===== config.mk =====
export PLATFORM = sky130hd
export DESIGN_NAME = rgb_value_glyph_render
export DESIGN_NICKNAME = d
export VERILOG_FILES = /design/src/rtl/rgbv_pkg.sv /design/src/rtl/rgb_value_glyph_render_bin8_bcd_seq.sv /design/src/rtl/rgb_value_glyph_render.sv
export SDC_FILE = /design/constraint.sdc
export NUM_CORES = 1
export LEC_CHECK = 0
export CORE_ASPECT_RATIO = 1.4
export CORE_UTILIZATION = 45
export CTS_CLUSTER_SIZE = 25
export DETAILED_ROUTE_END_ITERATION = 6
export GPL_TIMING_DRIVEN = 0
export PLACE_DENSITY = 0.7
export SLEW_MARGIN = 25
export SYNTH_ARGS = -nofsm -noshare
export SYNTH_HDL_FRONTEND = slang
export SYNTH_SLANG_ARGS = --single-unit

===== constraint.sdc =====
create_clock -name clk -period 1.9 [get_ports clk]
set_input_delay 0.38 -clock clk [delete_from_list [all_inputs] [get_ports clk]]
set_output_delay 0.38 -clock clk [all_outputs]
set_load 0.01 [all_outputs]

===== src/rtl/rgbv_pkg.sv =====
// +----------------------------------------------------------------------------
// | rgbv_pkg : shared constants, types and the double-dabble step helper
// | Rev 1.0  : initial release
// +----------------------------------------------------------------------------
`default_nettype none

package rgbv_pkg;

  localparam logic [11:0] COL_R     = 12'hF00;
  localparam logic [11:0] COL_G     = 12'h0F0;
  localparam logic [11:0] COL_B     = 12'h00F;
  localparam int          GLYPH_W   = 16;
  localparam int          ROW_PITCH = 32;

  typedef logic [11:0] bcd3_t;

  typedef enum logic [1:0] {
    IDLE   = 2'd0,
    CONV   = 2'd1,
    COMMIT = 2'd2
  } conv_state_t;

  // One shift-add-3 iteration on {bcd[11:0], bin[7:0]}
  function automatic logic [19:0] dabble_step(input logic [19:0] x);
    logic [19:0] y;
    y = x;
    for (int i = 0; i < 3; i++) begin
      if (y[8+4*i +: 4] >= 4'd5)
        y[8+4*i +: 4] = y[8+4*i +: 4] + 4'd3;
    end
    return {y[18:0], 1'b0};
  endfunction

endpackage

`default_nettype wire


===== src/rtl/rgb_value_glyph_render_bin8_bcd_seq.sv =====
// +----------------------------------------------------------------------------
// | bin8_bcd_seq : iterative 8-bit binary to 3-digit BCD converter, 8 cycles
// | Rev 1.0      : initial release
// +----------------------------------------------------------------------------
`default_nettype none

module bin8_bcd_seq
  import rgbv_pkg::*;
(
  input  logic       clk,
  input  logic       clr_n,
  input  logic       start,
  input  logic [7:0] bin,
  output logic       done,
  output bcd3_t      bcd
);

  logic [19:0] r_sh;
  logic [2:0]  r_cnt;
  logic        r_busy;
  logic [19:0] w_next;

  assign w_next = dabble_step(r_sh);
  // done marks the cycle whose step completes; a start here chains back-to-back
  assign done   = r_busy && (r_cnt == 3'd7);
  assign bcd    = w_next[19:8];

  always_ff @(posedge clk or negedge clr_n) begin
    if (!clr_n) begin
      r_sh   <= '0;
      r_cnt  <= '0;
      r_busy <= 1'b0;
    end else if (start && (!r_busy || done)) begin
      r_sh   <= {12'd0, bin};
      r_cnt  <= '0;
      r_busy <= 1'b1;
    end else if (r_busy) begin
      r_sh   <= w_next;
      r_cnt  <= r_cnt + 3'd1;
      if (done)
        r_busy <= 1'b0;
    end
  end

endmodule

`default_nettype wire


===== src/rtl/rgb_value_glyph_render.sv =====
// +----------------------------------------------------------------------------
// | rgb_value_glyph_render : RGB values -> BCD digits -> glyph pixels on VGA
// | Rev 1.0                : initial release
// +----------------------------------------------------------------------------
`default_nettype none

module rgb_value_glyph_render
  import rgbv_pkg::*;
#(
  parameter logic [9:0] X0       = 10'd200,
  parameter logic [9:0] Y0       = 10'd150,
  parameter bit         BLANK_LZ = 1'b1
) (
  input  logic        clk,
  input  logic        clr_n,
  input  logic [7:0]  val_r,
  input  logic [7:0]  val_g,
  input  logic [7:0]  val_b,
  input  logic        load,
  output logic        ready,
  input  logic [9:0]  hc,
  input  logic [9:0]  vc,
  input  logic        vidon,
  output logic [3:0]  digit_code,
  output logic [3:0]  row_addr,
  input  logic [0:15] glyph_row,
  output logic [11:0] px_rgb
);

  localparam int ROW_BITS = $clog2(ROW_PITCH);

  conv_state_t r_state;
  logic [1:0]  r_chan;
  logic [7:0]  r_lat_g;
  logic [7:0]  r_lat_b;
  bcd3_t       r_shadow [3];
  bcd3_t       r_disp   [3];

  logic        w_start;
  logic [7:0]  w_bin;
  logic        w_done;
  bcd3_t       w_bcd;

  assign w_start = ((r_state == IDLE) && load) ||
                   ((r_state == CONV) && w_done && (r_chan != 2'd2));
  assign w_bin   = (r_state == IDLE) ? val_r : ((r_chan == 2'd0) ? r_lat_g : r_lat_b);

  bin8_bcd_seq u_conv (
    .clk   (clk),
    .clr_n (clr_n),
    .start (w_start),
    .bin   (w_bin),
    .done  (w_done),
    .bcd   (w_bcd)
  );

  always_ff @(posedge clk or negedge clr_n) begin
    if (!clr_n) begin
      r_state <= IDLE;
      r_chan  <= '0;
      r_lat_g <= '0;
      r_lat_b <= '0;
      ready   <= 1'b1;
      for (int i = 0; i < 3; i++) begin
        r_shadow[i] <= '0;
        r_disp[i]   <= '0;
      end
    end else begin
      case (r_state)
        IDLE: begin
          if (load) begin
            r_lat_g <= val_g;
            r_lat_b <= val_b;
            r_chan  <= '0;
            ready   <= 1'b0;
            r_state <= CONV;
          end
        end
        CONV: begin
          if (w_done) begin
            r_shadow[r_chan] <= w_bcd;
            if (r_chan == 2'd2)
              r_state <= COMMIT;
            else
              r_chan <= r_chan + 2'd1;
          end
        end
        COMMIT: begin
          r_disp  <= r_shadow;
          ready   <= 1'b1;
          r_state <= IDLE;
        end
        default: r_state <= IDLE;
      endcase
    end
  end

  logic [9:0]  w_dx;
  logic [9:0]  w_dy;
  logic        w_hit;
  logic [1:0]  w_col;
  logic [1:0]  w_row;
  bcd3_t       w_val;
  logic [3:0]  w_digit;
  logic        w_blank;

  assign w_dx  = hc - X0;
  assign w_dy  = vc - Y0;
  assign w_col = w_dx[5:4];
  assign w_row = w_dy[6:5];
  // Lower half of each 32-line row pitch is the inter-row gap
  assign w_hit = (hc >= X0) && (vc >= Y0) && (w_dx[9:6] == 4'd0) && (w_col != 2'd3) &&
                 (w_dy[9:7] == 3'd0) && !w_dy[ROW_BITS-1] && (w_row != 2'd3);

  always_comb begin
    w_val = '0;
    case (w_row)
      2'd0:    w_val = r_disp[0];
      2'd1:    w_val = r_disp[1];
      2'd2:    w_val = r_disp[2];
      default: w_val = '0;
    endcase
    w_digit = w_val[3:0];
    case (w_col)
      2'd0:    w_digit = w_val[11:8];
      2'd1:    w_digit = w_val[7:4];
      default: w_digit = w_val[3:0];
    endcase
  end

  assign w_blank = BLANK_LZ && (((w_col == 2'd0) && (w_val[11:8] == 4'd0)) ||
                                ((w_col == 2'd1) && (w_val[11:4] == 8'd0)));

  logic [$clog2(GLYPH_W)-1:0] r_bit_idx;
  logic                       r_hit;
  logic                       r_blank;
  logic                       r_vidon_d1;
  logic [1:0]                 r_pix_chan;
  logic [11:0]                w_colour;

  always_comb begin
    w_colour = COL_B;
    case (r_pix_chan)
      2'd0:    w_colour = COL_R;
      2'd1:    w_colour = COL_G;
      default: w_colour = COL_B;
    endcase
  end

  always_ff @(posedge clk or negedge clr_n) begin
    if (!clr_n) begin
      digit_code <= '0;
      row_addr   <= '0;
      r_bit_idx  <= '0;
      r_hit      <= 1'b0;
      r_blank    <= 1'b0;
      r_vidon_d1 <= 1'b0;
      r_pix_chan <= '0;
      px_rgb     <= '0;
    end else begin
      digit_code <= w_hit ? w_digit : 4'd0;
      row_addr   <= w_hit ? w_dy[3:0] : 4'd0;
      r_bit_idx  <= w_dx[3:0];
      r_hit      <= w_hit;
      r_blank    <= w_blank;
      r_vidon_d1 <= vidon;
      r_pix_chan <= w_row;
      px_rgb     <= (r_vidon_d1 && r_hit && !r_blank && glyph_row[r_bit_idx]) ? w_colour : 12'h000;
    end
  end

endmodule

`default_nettype wire


==> results.ini, run 1 <==
[setup_path]
rr_worst_depth=8
crit_path_start_kind=input pin
crit_fanout=4
r2r-end=u_conv.r_sh[2]$_DFFE_PN0P_
r2r-start=u_conv.r_cnt[0]$_DFFE_PN0P_
max_stage_delay_ns=0.55
cp-end-kind=flip-flop
r2r_slack_ns=0.04
crit_chain=clkdlybuf4s50_1 > a21oi_1 > a2111oi_2 > o211ai_1 > nand4b_4 > a2111oi_4
cp.arrival_ns=2.26
crit_required_ns=2.21
critical_path_class=in -> reg
cp_slowest_cell=clkdlybuf4s50_1

[global_route]
grt_max_degree=84
grt_pass1_vias=5156
antenna_found_initial=0
grt_overflow=0
gr-usage-all-layers_pct=23.4
grt_pass1_wl_um=25300

[synth]
syn_inst=598
synth.yosys.seq_area_share_pct=54.1
ys_top_cells_by_area=dfrtp_1 54%, mux2_2 8.2%, nand2_1 7.3%
synth_top_cell_by_area=dfrtp_1
synthTopCellsByCount=136 x dfrtp_1, 123 x nand2_1, 67 x o21ai_0
ys.warnings.count=0
ys_ff_latch=137
synth_edf_count=0
synthArstFlopShare_pct=100
syn_nets=675
yosysMostFrequentCell=dfrtp_1
ys.flop_type=dfrtp_1
synth_top_area_share_pct=53.6
syn_area_mm2=0.00634
syn_avg_cell_area_um2=10.6
yosysUniqueCellTypes=55

[clock_network]
clk_latency_ns=0.42
clock-sinks=137
clockBufferDepth=2
htree_levels=4
root_buffer=clkbuf_16
cts_tree=built
cts.clk_slew.worst_paths_ns=0.06
cts_buffers=17

[timing]
setup_tns_ns=-0.0778
skew_ns=0.00896
max_freq_mhz=513
finalSetupViolCount=2
relSlewSlack_pct=65.7
fin_crit_sh_pct=103
period_minus_slack_ns=1.95
setup_slack_ns=-0.0488
hold_violations=0
rsz0062_at_grt=yes
timing.final.max_slew_violations=0
tightest_slew_ns=0.514

[detailed_routing]
dr_total_vias=4970
detail-route-antenna-nets=0
finalWirelength_um=16200
route.detailed.drc=0
drtIter0Drc=225
via_per_inst=5.40
wl_per_cell_um=17.6
first_pass_iters=4

[place]
dp_hpwl_um=10600
placed_cells=868
place_congestion=0.860
portBuffers=84
dpl_cell_area_mm2=0.00753

[die]
io_pins=85
fp.dieArea_mm2=0.0146
chipHeight_um=142
die_w_um=102
initial_core_util_pct=45.8
coreArea_mm2=0.0138
fp-row-count=51

[cells_and_area]
layout.nets=799
seq_area_mm2=0.00343
fill_cells=1070
area_growth_pct=38.9
drive_gt1_share_pct=26.4
final_area_mm2=0.00881
final_cells=920
multiInputGateArea_mm2=0.00302
diodes=0

[power_and_ir_drop]
ir_drop_mv=0.710
power_mw=11.2
leakage_nw=4.04
power_density_mw_per_mm2=1270

[min_path]
min_delay_path_depth=2
hold_class=in -> reg
holdPathEnd=row_addr[1]$_DFF_PN0_
min-delay-start=vc[1]

[run_status]
failed_checks=negative setup slack
status=finished with violations

[flow_run]
cap_viol_max_count=0

[critical path: cells and delay by family]
family,cells,cell delay (ns)
buf+inv,1,0.55
compound gates,4,1.05
simple gates,1,0.28
[logic make-up (layout without fill, tap and decap cells)]
family                     count (synthesis)  in the layout  synth area share, %
AOI/OAI and AO/OA                        130            130                 12.8
xor gates and xnor gates                   8              8                 1.10
adders and majority gates                 13             13                 2.56
buffers and inverters                     60            196                 4.54
DFF                                      137            137                 54.1
muxes                                     64             64                 12.1
and+or+nand+nor                          186            187                 12.9
[registers in the layout (all words and copies together), names as in the netlist, 2 cells and up]
name,flops
r_bit_idx,4
r_state,2
u_conv.r_cnt,3
px_rgb,3
r_chan,2
r_pix_chan,2
r_lat_g,8
r_lat_b,8
u_conv.r_sh,20
r_shadow,36
row_addr,4
digit_code,4
r_disp,36
[repair_timing]
item / 4_1_cts / 5_1_grt
hold buffers: 1 / 0
pin swaps: 8 / 13
hold endpoints to repair: 53 / 0
buffers inserted: 11 / 11
cloned: 2 / 0
endpoints found under the setup margin: 115 / 74
gates resized for setup: 78 / 59
[cell usage in the layout, fill, tap and decap left out, types with 12 or more instances in the layout]
master           synthesis  final
mux2_2                  46     45
clkdlybuf4s50_1          0     74
o21ai_0                 67     62
clkbuf_16                0     17
buf_4                    9     33
nor2_1                  26     25
nand2_1                123    121
dfrtp_1                136    134
mux2i_1                 12     12
inv_1                   22     19
[routing by layer]
metal	up-vias	share of wire (%)	GRT usage, %
li1	2320	-	-
met4	0	4.0	12.9
met1	2462	35	22.9
met5	-	0	0
met3	40	3.5	4.72
met2	148	57	44.5
[worst max path at each step]
stage | from | endpoint | slack (ns) | cells past startpoint
finish | vc[7] | digit_code[2]$_DFF_PN0_ | -0.05 | 6
detailed placement | vc[4] | digit_code[1]$_DFF_PN0_ | -1.05 | 8
global placement | clr_n | r_shadow[33]$_DFFE_PN0P_ | -4.67 | 1
CTS | hc[3] | digit_code[0]$_DFF_PN0_ | 0.001 | 9
floorplan | vc[1] | r_blank$_DFF_PN0_ | -0.02 | 8
global route | vc[7] | digit_code[2]$_DFF_PN0_ | -0.19 | 6
[cell type report]
type                            instances  share of cell area (%)
Clock buffer                           20                    5.07
Timing Repair Buffer                  109                    13.0
Clock inverter                         12                    2.51
Buffer                                 33                    2.56
Tap cell                              185                    2.63
Inverter                               22                   0.937
Multi-Input combinational cell        402                    34.3
Sequential cell                       137                    38.9
[power breakdown]
part / total [mW] / internal [mW] / switching [mW]
combinational: 3.22 / 1.41 / 1.81
clock: 3.71 / 2.49 / 1.22
sequential: 4.26 / 3.73 / 0.536
[metrics by stage]
step	utilization (%)	hold WS, ns	setup slack (ns)
5_1_grt	63.6	0.133	-0.193
6_report	63.6	0.144	-0.0488
3_5_place_dp	54.4	0.329	-1.05
3_3_place_gp	54.2	0.404	-4.67
4_1_cts	61.6	0.194	0.00137
2_1_floorplan	-	0.0844	-0.0182
Note: power is estimated with default switching activity, not from simulation.
==> inputs of run 2 (changes only) <==
--- a/config.mk
+++ b/config.mk
@@ -10,6 +10,7 @@
 export CTS_CLUSTER_SIZE = 25
 export DETAILED_ROUTE_END_ITERATION = 6
 export GPL_TIMING_DRIVEN = 0
+export MAX_ROUTING_LAYER = met4
 export PLACE_DENSITY = 0.7
 export SLEW_MARGIN = 25
 export SYNTH_ARGS = -nofsm -noshare
==> results.ini, run 2 (same netlist as run 1, synthesis figures left out) <==
[die]
coreArea_mm2=0.0138
initial_core_util_pct=45.8
die_w_um=102
fp.dieArea_mm2=0.0146
chipHeight_um=142
io_pins=85
fp-row-count=51

[timing]
whs_ns=0.148
setup_slack_ns=-0.107
period_minus_slack_ns=2.01
max_freq_mhz=498
relSlewSlack_pct=65.5
fin_crit_sh_pct=106
hold_violations=0
setup_tns_ns=-0.545
skew_ns=0.00895
tightest_slew_ns=0.517
finalSetupViolCount=9
timing.final.max_slew_violations=0

[setup_path]
crit_path_start_kind=input pin
cp.arrival_ns=2.33
crit_required_ns=2.22
critical_path_class=in -> reg
rr_worst_depth=8
crit_fanout=4
r2r-end=u_conv.r_sh[2]$_DFFE_PN0P_
r2r-start=u_conv.r_cnt[0]$_DFFE_PN0P_
cp-end-kind=flip-flop
r2r_slack_ns=0.04

[clock_network]
cts.clk_slew.worst_paths_ns=0.06
root_buffer=clkbuf_16
clock-sinks=137
clk_latency_ns=0.41
htree_levels=4
clockBufferDepth=2
cts_buffers=17
cts_tree=built

[cells_and_area]
final_common_cell=dfrtp_1
mostFrequentLayoutCells=134 x dfrtp_1, 121 x nand2_1, 74 x clkdlybuf4s50_1, 62 x o21ai_0, 45 x mux2_2
final_cells=924
diodes=0
top_regs=r_disp (36), r_shadow (36), u_conv.r_sh (20)
drive_gt1_share_pct=26.4
final_area_mm2=0.00884
area_growth_pct=39.3
fill_cells=1073
layout.nets=803

[detailed_routing]
drtIter0Drc=235
finalWirelength_um=16200
route.detailed.drc=0
wl_per_cell_um=17.6
dr_total_vias=4950
detail-route-antenna-nets=0
first_pass_iters=4
via_per_inst=5.36

[global_route]
grt_overflow=0
grt_pass1_wl_um=25300
gr-usage-all-layers_pct=24.0
grt_max_degree=84
antenna_found_initial=0
grt_pass1_vias=5149

[flow_run]
cap_viol_max_count=0

[power_and_ir_drop]
ir_drop_mv=0.701
leakage_nw=4.06
power_mw=11.2
power_density_mw_per_mm2=1260

[place]
place_congestion=0.874
dpl_cell_area_mm2=0.00753
dp_hpwl_um=10600
portBuffers=84
placed_cells=868

[min_path]
holdPathEnd=row_addr[1]$_DFF_PN0_
min_delay_path_depth=2
hold_class=in -> reg
min-delay-start=vc[1]

[run_status]
failed_checks=negative setup slack
status=finished with violations

-- run 2: cell count changes in the layout (fill, tap and decap cells not counted) --
cell | previous run | this run
inv_1 | 19 | 20
a211oi_1 | 4 | 6
buf_2 | 5 | 4
inv_2 | 3 | 2
buf_4 | 33 | 36
buf_6 | 5 | 6
clkbuf_2 | 3 | 4
a211oi_2 | 4 | 2
-- run 2: final cells by class --
class,instances,area (µm²),area share (%)
clock inverter,12,221,2.51
buffer,33,225,2.55
inverter,22,82.6,0.935
sequential,137,3430,38.8
tap,185,231,2.62
multi-input combinational,402,3010,34.1
clock buffer,20,447,5.06
timing repair buffer,113,1180,13.4
-- run 2: per-stage QoR --
stage / utilization (%) / worst slack (ns)
5_1_grt: 63.8 / -0.185
3_3_place_gp: 54.2 / -4.67
2_1_floorplan: - / -0.0182
6_report: 63.8 / -0.107
3_5_place_dp: 54.4 / -1.05
4_1_cts: 61.6 / 0.00137
-- run 2: critical path, stage by stage --
cell             delay (ns)
clkdlybuf4s50_1        0.55
a21oi_1                0.14
a2111oi_2              0.42
o211ai_1               0.19
nand4b_4               0.26
buf_6                  0.17
nor4_4                 0.21
-- run 2: how the worst max path moves through the flow --
| stage | end | from | slack [ns] | depth (start not counted) |
|---|---|---|---|---|
| after CTS | digit_code[0]$_DFF_PN0_ | hc[3] | 0.001 | 9 |
| final | digit_code[0]$_DFF_PN0_ | vc[7] | -0.11 | 7 |
| after global routing | digit_code[0]$_DFF_PN0_ | vc[7] | -0.19 | 7 |
| after floorplan | r_blank$_DFF_PN0_ | vc[1] | -0.02 | 8 |
| after global placement | r_shadow[33]$_DFFE_PN0P_ | clr_n | -4.67 | 1 |
| after detailed placement | digit_code[1]$_DFF_PN0_ | vc[4] | -1.05 | 8 |
-- run 2: what timing repair did --
action                                  in CTS  in global routing
endpoints found under the setup margin     115                 74
gates resized for setup                     78                 54
hold buffers                                 1                  0
buffers inserted                            11                 15
endpoints found under the hold margin       53                  0
gates cloned                                 2                  0
pin swaps                                    8                 15
-- run 2: report_power, final --
part / leakage [nW] / total, mW / internal (mW) / switching, mW
clock: 0.328 / 3.71 / 2.49 / 1.21
sequential: 1.80 / 4.26 / 3.73 / 0.535
combinational: 1.94 / 3.19 / 1.40 / 1.79
-- run 2: layer usage --
layer / vias to the layer above / share of wire [%] / track usage [%]
met4: 0 / 4.3 / 12.4
met2: 141 / 57 / 44.5
met1: 2429 / 35 / 22.8
met3: 44 / 3.6 / 4.72
met5: - / 0 / -
li1: 2336 / - / -
==> inputs of run 3 (changes only) <==
--- a/config.mk
+++ b/config.mk
@@ -6,12 +6,12 @@
 export NUM_CORES = 1
 export LEC_CHECK = 0
 export CORE_ASPECT_RATIO = 1.4
-export CORE_UTILIZATION = 45
+export CORE_UTILIZATION = 50
 export CTS_CLUSTER_SIZE = 25
 export DETAILED_ROUTE_END_ITERATION = 6
 export GPL_TIMING_DRIVEN = 0
 export MAX_ROUTING_LAYER = met4
-export PLACE_DENSITY = 0.7
+export PLACE_DENSITY = 0.77
 export SLEW_MARGIN = 25
 export SYNTH_ARGS = -nofsm -noshare
 export SYNTH_HDL_FRONTEND = slang
==> results.ini, run 3 (same netlist as run 1, synthesis figures left out) <==
[run_status]
status=finished with violations
failed_checks=design-rule violations, negative setup slack

[global_route]
grt_pass1_vias=5247
gr-usage-all-layers_pct=25.8
grt_max_degree=75
grt_overflow=0
antenna_found_initial=0
grt_pass1_wl_um=25500

[setup_path]
max_stage_delay_ns=0.39
crit_fanout=4
crit_chain=buf_2 > ha_4 > o21ai_4 > xnor2_4 > inv_1 > nor4b_2 > a311o_1 > a2111oi_2 > and4_1
rr_worst_depth=7
r2r-end=r_shadow[20]$_DFFE_PN0P_
critical_path_class=in -> reg
r2r_slack_ns=0.05
cp_slowest_cell=a311o_1
crit_required_ns=2.25
r2r-start=u_conv.r_cnt[0]$_DFFE_PN0P_
cp-end-kind=flip-flop
crit_path_start_kind=input pin
cp.arrival_ns=2.26

[detailed_routing]
detail-route-antenna-nets=0
via_per_inst=5.70
dr_total_vias=4993
wl_met2_um=8730
wl_met1_um=5620
finalWirelength_um=15800
route.detailed.drc=1
wl_met3_um=823
drtIter0Drc=327
top_layer_used=met4
first_pass_iters=7
wl_per_cell_um=18.0

[min_path]
min-delay-start=vc[1]
hold_class=in -> reg
min_delay_path_depth=2
holdPathEnd=row_addr[1]$_DFF_PN0_

[timing]
relSlewSlack_pct=62.6
hold_violations=0
setup_slack_ns=-0.00590
period_minus_slack_ns=1.91
timing.final.max_slew_violations=0
fin_crit_sh_pct=100
whs_ns=0.174
finalSetupViolCount=1
skew_ns=0.00737
tightest_slew_ns=0.561
max_freq_mhz=525

[cells_and_area]
mostFrequentLayoutCells=134 x dfrtp_1, 122 x nand2_1, 76 x clkdlybuf4s50_1, 64 x o21ai_0, 45 x mux2_2
drive_gt1_share_pct=24.2
final_common_cell=dfrtp_1
diodes=0
layout.nets=790
area_growth_pct=32.5
top_regs=r_disp (36), r_shadow (36), u_conv.r_sh (20)

[die]
coreArea_mm2=0.0124
initial_core_util_pct=51.3
fp.dieArea_mm2=0.0131
die_w_um=97.2
fp-row-count=48
chipHeight_um=135
io_pins=85

[power_and_ir_drop]
power.share.combinational_pct=29.1
switching_share_pct=33.8
seqPwrFrac_pct=40.4
p_sw_mw=3.57
ir_drop_mv=0.884
leakage_nw=3.85
power_density_mw_per_mm2=1260
p_int_mw=6.99
p_clk_share_pct=30.4

[place]
place_congestion=0.845
portBuffers=84
pre_cts_slack_ns=-0.985
dp_hpwl_um=10600

[clock_network]
clockBufferDepth=2
clock-sinks=137
cts_tree=built
clk_latency_ns=0.43
cts.clk_slew.worst_paths_ns=0.06
cts_buffers=17
htree_levels=4
root_buffer=clkbuf_16

[flow_run]
cap_viol_max_count=0

-- run 3: changes by cell type in the layout (fill, tap and decap cells not counted), sizes merged --
cell and delta:
clkinvlp +3, clkdlybuf4s50 +2, clkbuf +6, buf -17, inv +1, bufinv -4
bufbuf -1, nand4b -1, dlymetal6s2s -2
-- run 3: area by class of cell --
cell class	instances	area [µm²]
Timing Repair Buffer	101	1020
Fill cell	891	3970
Multi-Input combinational cell	401	2890
Clock buffer	20	447
Inverter	22	82.6
Sequential cell	137	3430
Clock inverter	12	125
Buffer	33	224
Tap cell	150	188
-- run 3: worst max path at each step --
stage / start / to / slack (ns)
4_1_cts: r_state[1]$_DFFE_PN0P_ / u_conv.r_sh[11]$_DFFE_PN0P_ / -0.01
5_1_grt: vc[2] / r_blank$_DFF_PN0_ / -0.007
2_1_floorplan: vc[1] / r_blank$_DFF_PN0_ / -0.02
3_5_place_dp: vc[4] / digit_code[0]$_DFF_PN0_ / -0.99
6_report: vc[2] / r_blank$_DFF_PN0_ / -0.006
3_3_place_gp: clr_n / r_disp[18]$_DFFE_PN0P_ / -4.55
-- run 3: per-stage QoR --
| stage | instance area, µm² | instances | TNS [ns] | utilization [%] | total power, mW |
|---|---|---|---|---|---|
| finish | 8410 | 876 | -0.00590 | 67.9 | 10.6 |
| global route | 8410 | 876 | -0.00782 | 67.9 | 11.2 |
| CTS | 8310 | 874 | -0.0134 | 67.2 | 10.5 |
| detailed placement | 7490 | 833 | -29.63 | 60.5 | 7.07 |
| global placement | 7450 | 832 | -644.72 | 60.3 | 6.84 |
| floorplan | 6430 | 598 | -0.0191 | - | 6.10 |
-- run 3: repair_timing --
action                                  CTS  global route
setup buffers                            12             2
hold buffers                              1             0
pin swaps                                 8            11
cloned                                    0             1
endpoints found under the setup margin  115            87
hold endpoints to repair                 72             0
resized for setup                        69            33
-- run 3: critical path: cells and delay by family --
| family | cells | cell delay [ns] |
|---|---|---|
| AOI/OAI and AO/OA | 3 | 0.93 |
| and+or+nand+nor | 2 | 0.35 |
| buffers and inverters | 2 | 0.29 |
| adders and majority gates | 1 | 0.18 |
| xor gates and xnor gates | 1 | 0.13 |
-- run 3: per-layer routing --
metal / vias up / GRT usage (%)
met5: - / -
met2: 213 / 47.7
met4: 0 / 12.4
met3: 52 / 5.83
li1: 2299 / -
met1: 2429 / 25.5
-- run 3: power by group through the flow --
stage | Combinational [mW] | Sequential (mW) | Clock (mW)
after floorplan | 1.98 | 4.12 | 0
after global placement | 2.61 | 4.23 | 0
after detailed placement | 2.78 | 4.29 | 0
after CTS | 2.99 | 4.26 | 3.23
after global routing | 3.43 | 4.36 | 3.37
final | 3.07 | 4.27 | 3.22
